==> config.mk <==
export PLATFORM = sky130hd
export DESIGN_NAME = chunked_addsub
export DESIGN_NICKNAME = d
export VERILOG_FILES = /design/src/rtl/chunked_addsub_pkg.sv /design/src/rtl/full_adder_chunk.sv /design/src/rtl/chunked_addsub.sv
export SDC_FILE = /design/constraint.sdc
export NUM_CORES = 1
export LEC_CHECK = 0
export BUFFER_PORTS_ARGS = -buffer_cell sky130_fd_sc_hd__buf_2
export CAP_MARGIN = 20
export CELL_PAD_IN_SITES_DETAIL_PLACEMENT = 2
export CELL_PAD_IN_SITES_GLOBAL_PLACEMENT = 2
export CORE_ASPECT_RATIO = 1.4
export CORE_MARGIN = 2
export CORE_UTILIZATION = 35
export CTS_BUF_LIST = sky130_fd_sc_hd__clkbuf_4
export DETAILED_ROUTE_END_ITERATION = 10
export PLACE_DENSITY = 0.79
export SLEW_MARGIN = 30
export SYNTH_ARGS = -nofsm -noshare
export SYNTH_HDL_FRONTEND = slang
export SYNTH_SLANG_ARGS = --single-unit
==> constraint.sdc <==
create_clock -name clk -period 4.1 [get_ports clk]
set_input_delay 0.205 -clock clk [delete_from_list [all_inputs] [get_ports clk]]
set_output_delay 0.205 -clock clk [all_outputs]
set_load 0.005 [all_outputs]
==> src/rtl/chunked_addsub_pkg.sv <==
// chunked_addsub_pkg: FSM state encoding and index-counter width helper for chunked_addsub
package chunked_addsub_pkg;
  typedef enum logic [1:0] {IDLE, RUN, DONE} state_t;
  function automatic int idx_w(input int n);
    return (n <= 1) ? 1 : $clog2(n);
  endfunction
endpackage

==> src/rtl/full_adder_chunk.sv <==
// full_adder_chunk: combinational W-bit adder; in a, b, cin; out soma, cout
module full_adder_chunk #(
  parameter int W = 4
) (
  input  logic [W-1:0] a,
  input  logic [W-1:0] b,
  input  logic         cin,
  output logic [W-1:0] soma,
  output logic         cout
);
  assign {cout, soma} = {1'b0, a} + {1'b0, b} + {{W{1'b0}}, cin};
endmodule

==> src/rtl/chunked_addsub.sv <==
// chunked_addsub: multi-cycle CHUNK-per-clock add/sub; in clk rst start sub a b cin; out busy done soma cout ovf zero
module chunked_addsub
  import chunked_addsub_pkg::*;
#(
  parameter int WIDTH = 16,
  parameter int CHUNK = 4
) (
  input  logic             clk,
  input  logic             rst,
  input  logic             start,
  input  logic             sub,
  input  logic [WIDTH-1:0] a,
  input  logic [WIDTH-1:0] b,
  input  logic             cin,
  output logic             busy,
  output logic             done,
  output logic [WIDTH-1:0] soma,
  output logic             cout,
  output logic             ovf,
  output logic             zero
);
  localparam int NCHUNK = WIDTH / CHUNK;
  localparam int IW = idx_w(NCHUNK);
  state_t state;
  logic [WIDTH-1:0] opa, opb, work, fsum;
  logic [IW-1:0] idx;
  logic carry, cc, last;
  logic [CHUNK-1:0] cs;
  full_adder_chunk #(.W(CHUNK)) u_add (
    .a(opa[idx*CHUNK +: CHUNK]),
    .b(opb[idx*CHUNK +: CHUNK]),
    .cin(carry),
    .soma(cs),
    .cout(cc)
  );
  assign last = idx == IW'(NCHUNK - 1);
  assign busy = state == RUN;
  assign done = state == DONE;
  // full sum as it will stand once the current chunk is written back
  always_comb begin
    fsum = work;
    fsum[idx*CHUNK +: CHUNK] = cs;
  end
  always_ff @(posedge clk)
    if (rst) begin
      state <= IDLE;
      opa   <= '0;
      opb   <= '0;
      work  <= '0;
      idx   <= '0;
      carry <= 1'b0;
      soma  <= '0;
      cout  <= 1'b0;
      ovf   <= 1'b0;
      zero  <= 1'b0;
    end else if (state != RUN) begin
      state <= start ? RUN : IDLE;
      if (start) begin
        opa   <= a;
        opb   <= sub ? ~b : b;
        carry <= sub | cin;
        idx   <= '0;
      end
    end else begin
      work[idx*CHUNK +: CHUNK] <= cs;
      carry <= cc;
      idx   <= idx + 1'b1;
      if (last) begin
        state <= DONE;
        soma  <= fsum;
        cout  <= cc;
        ovf   <= (opa[WIDTH-1] == opb[WIDTH-1]) && (fsum[WIDTH-1] != opa[WIDTH-1]);
        zero  <= fsum == '0;
      end
    end
endmodule

# Yosys cells after proc, flatten, opt, wreduce, memory -nomap -nowiden
# Index checks and enable logic that the tools add are counted.
# classes
reduce_logical	5
order_cmp	0
shift	4
n_mux	9
add_sub_neg	4
eq_ne	7
div_mod_pow	0
n_bitwise	3
multipliers	0
# ops
cell	count
$neg A4 Y34	1
$shift A4 B34 Y16 const A	1
$shiftx A4 B34 Y16	1
$shiftx A16 B5 Y4	2
$bwmux W16	1
$logic_not A16 Y1	1
$mux W16	1
$not A16 Y16	1
$mux W2	4
$add A4 B4 Y5	1
$add A5 B1 Y5	1
$eq A2 B2 Y1 const B	2
$reduce_and A2 Y1	2
$mux W1	3
$add A2 B1 Y2 const B	1
$eq A2 B1 Y1 const B	1
$ne A2 B1 Y1 const B	1
$ne A2 B2 Y1 const B	1
$reduce_bool A2 Y1	1
$eq A1 B1 Y1	1
$logic_and A1 B1 Y1	1
$ne A1 B1 Y1	1
$not A1 Y1	1
$or A1 B1 Y1	1
# totals
mem_bits_ro	0
ram_bits	0
n_memories	0
out_inout_bits	21
regBits	72
in_bits	37
latchBits	0
wordCells	42

# Longest topological paths before layout
# Gate-level depths: netlist (run 1).
# depth
ltp_word	7
ltp_mapped	10
depth_no_buf	9

# Modules after synthesis
# A second synthesis (run 1) with hierarchy kept.
# unflattened
hier_cells	376
area_unflattened_um2	3422.0
# modules_own_cells
module	area_each_um2	cells_per_inst	instances	seq_area_each_um2
chunked_addsub	3278.1	360	1	1441.4
full_adder_chunk	143.9	16	1	0.0

# Worst setup path after synthesis (run 1)
# No wires, ideal clock.
# synth_path
path_kind	flip-flop to flip-flop
start	register idx[0]
end	register zero
setup_slack_ns	1.165
t_arrival_ns	2.819
path_stages_with_launch	11
setup_time_ns	0.115
required_ns	3.985
path_buffers	1
synth_period_minus_slack_ns	2.935
cell_sequence	dfxtp_1 > buf_2 > mux4_2 > fa_1 > inv_1 > fa_1 > inv_1 > o21a_1 > nor4b_1 > nor4b_1 > a31o_1
# synth_between
elab_chain_cells	6
elab_cells_between_ends	11
cone_classes	3 x add/sub; 1 x eq/ne; 4 x shift; 1 x mux; 2 x reduce/logical
# synth_lines
element	line	text
start, declared	chunked_addsub.sv:26	logic [IW-1:0] idx;
start signal, assigned	chunked_addsub.sv:67	idx <= idx + 1'b1;
$shiftx A16 B5 Y4 (on tied branches)	chunked_addsub.sv:30, chunked_addsub.sv:31	
$add A4 B4 Y5	full_adder_chunk.sv:11	assign {cout, soma} = {1'b0, a} + {1'b0, b} + {{W{1'b0}}, cin};
$add A5 B1 Y5	full_adder_chunk.sv:11	
$shiftx A4 B34 Y16	chunked_addsub.sv:42	fsum[idx*CHUNK +: CHUNK] = cs;
$bwmux W16	chunked_addsub.sv:42	
$logic_not A16 Y1	chunked_addsub.sv:73	zero <= fsum == '0;
end signal, assigned	chunked_addsub.sv:55	zero <= 1'b0;
end signal, assigned	chunked_addsub.sv:73	
end, declared	chunked_addsub.sv:20	output logic zero
# Parallel ways exist; a longest one is shown, timed or not.
# A chain may end at the register's enable or synchronous reset.

# Worst setup path after layout (run 1)
# Same ends and word-level chain as after synthesis.

==> out/qor.txt, run 1 <==
status: complete, no violations
unrepaired setup endpoints after global routing: false
clock root cell: clkbuf_4
Post-synth ARST share: 0%
WP data arrival: 3.60 ns
Final GP Congestion: 0.899
FF+latch area: 0.00144 mm^2
CP required: 4.47 ns
Yosys reg bits: 72
DR vias: 2914
f_max: 0.310 GHz
antenna cells: 0
chip width: 86.1 um
final setup violation count: 0
H-tree depth: 3
Slew Viols, Final: 0
Yosys top cell by area: dfxtp_1
Die Area: 0.0102 mm^2
CTS Buffer Depth: 2
Tmin final: 3.22 ns
drt first pass iters: 4
Skew-Pair Late Insertion Delay: 0.44 ns
Post-Place Cell Area: 0.00366 mm^2
Startpoint Class: register
Buffers on Ports: 57
global route overflow: 0
top cells by area, synth: dfxtp_1, a211oi_1, nand2_1
Yosys cell types: 41
CTS tree: yes
Min Hold Slack: 0.0438 ns
layout cell share with drive strength beyond 1: 20.0%
Synth top area share: 43.6%
number of global-route vias before repair: 3201
IO Pins: 58
fin nets: 479
synthesized cell area: 0.00330 mm^2
hpwl dp: 7050 um
CTS buffer count: 9
RR Startpoint: idx[0]
HP Class: in -> reg
CP Launch Point: idx[0]
die height: 119 um
Layout Cells excl Fill: 546
multi-input logic area: 0.00172 mm^2
Syn Nets: 416
hold path start: b[9]
CP Capture Type: register
setup_tns: 0 ns
Sink Count: 72
MaxCap Viol Count: 0
crit path max fanout: 13
GRT Total Usage: 20.1%
Inst Count DP: 515
Worst-Margin Slew: 0.638 ns
Starting Density: 35.5%
top cells by count, synth: dfxtp_1, nand2_1, nor2_1, a211oi_1, a21oi_1
Fill cells: 1053
via/cell ratio: 5.34
PwrDens: 354 mW/mm^2
leakage power total: 1.53 nW
Detail Route Antenna Nets: 0
WS Path Type: reg -> reg
drt wl/cell: 17.5 um
Synth Flop Type: dfxtp_1
most common cell in the synthesized netlist: dfxtp_1
initial antenna violation count: 0
Setup Skew: 0.0183 ns
Core ar.: 0.00930 mm^2
first-pass GRT wire length: 15900 um
Seq/Total Area, Yosys: 43.6%
largest net degree at the start of global routing: 55
area delta synth->final: 18.8%
Rel. slew slack: 57.4%
# rows: 42
DR DRC count: 0
Max IR drop VDD: 0.000129 V
Clock Pin Slew Worst Setup and Hold Paths: 0.12 ns
post-route cell area: 0.00393 mm^2
syn_area_per_cell: 8.98 um^2
Syn. warnings: 0
initial drt markers: 58
final core occ: 42.2%
synthesized instance count: 368
Post-Route WL: 9530 um
Final Hold Fails: 0
Post-synth EDFFs: 0
fin crit share: 78.6%
[per-stage QoR]
step | power (W) | setup slack (ns)
floorplan | 0.000938 | 1.17
global placement | 0.00101 | 1.09
detailed placement | 0.00102 | 0.980
CTS | 0.00141 | 0.924
global route | 0.00147 | 0.667
finish | 0.00139 | 0.878
[report_power, final]
group	switching (W)	internal (W)	total (W)
Combinational	0.000140	0.000106	0.000246
Sequential	0.0000293	0.000735	0.000765
Clock	0.000248	0.000131	0.000380
Total	0.000417	0.000973	0.00139
[path summary, 6_finish.rpt]
check	end	slack (ns)	cells past startpoint
worst max-delay path	zero	0.88	9
worst min-delay path	opb[9]	0.04	3
worst max register to register	zero	0.88	9
worst min register to register	soma[14]	0.46	2
[what timing repair did]
action / in CTS / in global routing
resized for setup: 0 / 0
buffers inserted: 0 / 0
hold buffers: 15 / 0
endpoints found under the hold margin: 15 / 0
[critical path: stages, from the launching register on]
cell,delay (ns)
dfxtp_1,0.65
mux4_2,0.58
fa_1,0.43
inv_1,0.09
fa_1,0.24
inv_1,0.11
o21a_1,0.19
nor4b_1,0.34
nor4b_1,0.35
a31o_1,0.19
[final cells by class]
class,instances,share of cell area [%]
flip-flops and latches,72,36.7
repair buffers,75,11.7
multi-input cells,257,43.8
inverters,16,1.53
clock buffers,11,2.10
well taps,110,3.51
clock inverters,5,0.606
[registers in the layout (all words and copies together) (netlist names)]
| register | count |
|---|---|
| zero | 1 |
| cout | 1 |
| carry | 1 |
| state | 2 |
| soma | 16 |
| opb | 16 |
| idx | 2 |
| ovf | 1 |
| opa | 16 |
| work | 16 |
[logic make-up (layout without fill, tap and decap cells)]
kind of cell | Yosys count | in the layout | synth area share, %
xor+xnor | 17 | 17 | 4.51
mux | 9 | 9 | 5.79
flops | 72 | 72 | 43.6
simple gates | 122 | 122 | 16.8
fa+ha+maj | 11 | 11 | 4.62
compound gates | 98 | 98 | 20.1
buf+inv | 39 | 107 | 4.58
[layout by cell type, fill, tap and decap left out, types with 2 or more instances in the layout]
cell type      count
dfxtp_1           72
buf_2             56
nand2_1           50
nor2_1            39
a211oi_1          31
a21oi_1           29
xnor2_1           17
inv_1             15
dlygate4sd3_1     15
o21ai_0           12
nor2b_1           11
clkbuf_4          11
ha_1               9
mux4_2             8
a31oi_1            5
nor3_1             5
a22o_1             5
buf_4              4
nand3_1            3
o22ai_1            3
and2_1             3
clkinv_1           3
nand2b_1           2
nor3b_1            2
o32a_1             2
o21a_1             2
nor4b_1            2
fa_1               2
[per-layer routing]
| layer | vias up | track usage [%] | wire [um] |
|---|---|---|---|
| met3 | 19 | 4.50 | 278 |
| li1 | 1413 | - | - |
| met4 | 0 | 9.13 | 312 |
| met1 | 1426 | 21.0 | 3670 |
| met2 | 56 | 37.4 | 5270 |
| met5 | - | 0 | 0 |
(Power assumes the default switching activity.)
==> inputs of run 2 (changes only) <==
==> constraint.sdc (replaced) <==
create_clock -name clk -period 3.3 [get_ports clk]
set_input_delay 0.165 -clock clk [delete_from_list [all_inputs] [get_ports clk]]
set_output_delay 0.165 -clock clk [all_outputs]
set_load 0.005 [all_outputs]
==> run 2 against run 1 <==
  * Critical endpoint unchanged
  * Wire length grew 3.0%
  * Largest cell class unchanged
  * Register-to-register slack lost 0.57 ns
  * Cell area grew 1.8%
  * Critical path depth shrank 1
  * Utilization grew 0.74 points
==> out/qor.txt, run 2 (synthesized netlist as in run 1, its figures left out) <==
status: complete, no violations
Tmin final: 2.99 ns (-0.234 ns)
Buffers on Ports: 57 (unchanged)
Core ar.: 0.00930 mm^2 (unchanged)
switching fraction of total power: 29.9% (-0.12 points)
area delta synth->final: 20.9%
Setup Skew: 0.00723 ns (-0.0111 ns)
MaxCap Viol Count: 0 (unchanged)
Skew-Pair Late Insertion Delay: 0.43 ns (about the same)
number of global-route vias before repair: 3257 (+1.7%)
R2R setup slack: 0.31 ns (-0.57 ns)
leakage power total: 1.57 nW (+2.9%)
most frequent cells in the layout: dfxtp_1, buf_2, nand2_1, nor2_1, a211oi_1
Sink Count: 72 (unchanged)
initial drt markers: 90 (+55%)
DR DRC count: 0 (unchanged)
Post-Route WL: 9820 um (+3.0%)
CP Capture Type: register
Gate power share: 18.2% (+0.5 points)
antenna cells: 0 (unchanged)
most common cell after layout, fill and taps aside: dfxtp_1
Final Hold Fails: 0 (unchanged)
final setup violation count: 0 (unchanged)
WP data arrival: 3.36 ns (-0.24 ns)
Startpoint Class: register
clock root cell: clkbuf_4
Final GP Congestion: 0.894 (-0.58%)
fin nets: 487 (+1.7%)
Die Area: 0.0102 mm^2 (unchanged)
f_max: 0.335 GHz (+7.8%)
largest net degree at the start of global routing: 49 (-11%)
CTS Buffer Depth: 2 (unchanged)
Fill cells: 1062 (+0.85%)
PwrDens: 434 mW/mm^2 (+23%)
chip width: 86.1 um (unchanged)
Max IR drop VDD: 0.000179 V (+38%)
Clk pwr share: 27.1% (-0.2 points)
IO Pins: 58 (unchanged)
P_int: 0.00122 W (+25%)
post-CTS repair timing setup buffer count: 0 (unchanged)
layout cell share with drive strength beyond 1: 21.2% (+1.2 points)
Clock Pin Slew Worst Setup and Hold Paths: 0.11 ns (about the same)
setup_tns: 0 ns (unchanged)
unrepaired setup endpoints after global routing: false
H-tree depth: 3 (unchanged)
Starting Density: 35.5% (unchanged)
HP Class: in -> reg
drt first pass iters: 4 (unchanged)
sequential power share: 54.7% (-0.3 points)
CTS tree: yes
drt wl/cell: 17.7 um (+1.5%)
via/cell ratio: 5.26 (-1.4%)
hpwl dp: 7260 um (+3.0%)
switching power: 0.000518 W (+24%)
fin crit share: 90.5% (+12 points)
global route overflow: 0 (unchanged)
WS Path Type: reg -> reg
die height: 119 um (unchanged)
# rows: 42 (unchanged)
Slew Viols, Final: 0 (unchanged)
CP required: 3.67 ns (-0.80 ns)
Detail Route Antenna Nets: 0 (unchanged)
Rel. slew slack: 62.3% (+5.0 points)
CTS buffer count: 9 (unchanged)
Worst-Margin Slew: 0.564 ns (-0.0740 ns)
GRT Total Usage: 20.4% (+0.24 points)
Post-Place Cell Area: 0.00369 mm^2 (+0.82%)
DR vias: 2914 (unchanged)
first-pass GRT wire length: 16300 um (+2.3%)
initial antenna violation count: 0 (unchanged)
crit path max fanout: 12 (-1)
post-route cell area: 0.00399 mm^2 (+1.8%)
==> run 2: cell types whose count changed in the layout (fill, tap and decap cells not counted) <==
| cell | before | now |
|---|---|---|
| dfxtp_2 | 0 | 1 |
| buf_2 | 56 | 57 |
| dlygate4sd3_1 | 15 | 19 |
| clkinv_1 | 3 | 1 |
| buf_4 | 4 | 7 |
| clkinvlp_4 | 1 | 0 |
| clkinv_2 | 1 | 4 |
| dfxtp_1 | 72 | 71 |
==> run 2: power by group through the flow <==
stage               combinational [W]  sequential (W)  clock [W]
finish                       0.000316        0.000948   0.000469
global route                 0.000354        0.000954   0.000525
CTS                          0.000319        0.000949   0.000492
detailed placement           0.000300        0.000968          0
global placement             0.000284        0.000967          0
floorplan                    0.000214        0.000951          0
==> run 2: cell type report <==
class | instances | area [um^2] | share of cell area (%)
Clock buffer | 11 | 82.6 | 2.07
Clock inverter | 5 | 23.8 | 0.595
Inverter | 16 | 60.1 | 1.50
Multi-Input combinational cell | 257 | 1720 | 43.0
Sequential cell | 72 | 1440 | 36.1
Tap cell | 110 | 138 | 3.45
Timing Repair Buffer | 83 | 528 | 13.2
==> run 2: path summary, 6_finish.rpt <==
kind	depth (start not counted)	to	start
setup / recovery	8	zero	idx[0]
hold / removal	3	opb[11]	b[11]
setup reg to reg	8	zero	idx[0]
hold reg to reg	2	opa[11]	opa[11]
==> run 2: worst max-delay path, cell delays in order, from the launching register on <==
cell and delay, ns:
dfxtp_2 0.49, buf_4 0.24, mux4_2 0.53, ha_1 0.36, nand3_1 0.13, a21boi_1 0.40
o32ai_4 0.19, nor4b_1 0.39, a31o_1 0.20
==> run 2: timing repair <==
item | 4_1_cts | 5_1_grt
resized for setup | 0 | 1
endpoints found under the setup margin | 0 | 1
hold buffers | 19 | 0
hold endpoints to repair | 19 | 0
==> run 2: metrics by stage <==
step	std cells	total power (W)	hold WS [ns]	util, %	worst slack (ns)
4_1_cts	554	0.00176	0.000210	42.8	0.150
6_report	554	0.00173	0.0315	42.9	0.313
5_1_grt	554	0.00183	0.00750	42.9	0.0952
2_1_floorplan	368	0.00116	0.289	-	0.365
3_3_place_gp	519	0.00125	0.410	39.7	0.317
3_5_place_dp	519	0.00127	0.414	39.7	0.192
==> run 2: metal layers <==
layer	wire [um]	GRT usage, %	vias up
met5	0	0	-
met4	212	7.64	0
met3	275	3.95	14
met2	5440	39.3	48
met1	3900	20.9	1425
li1	-	-	1427
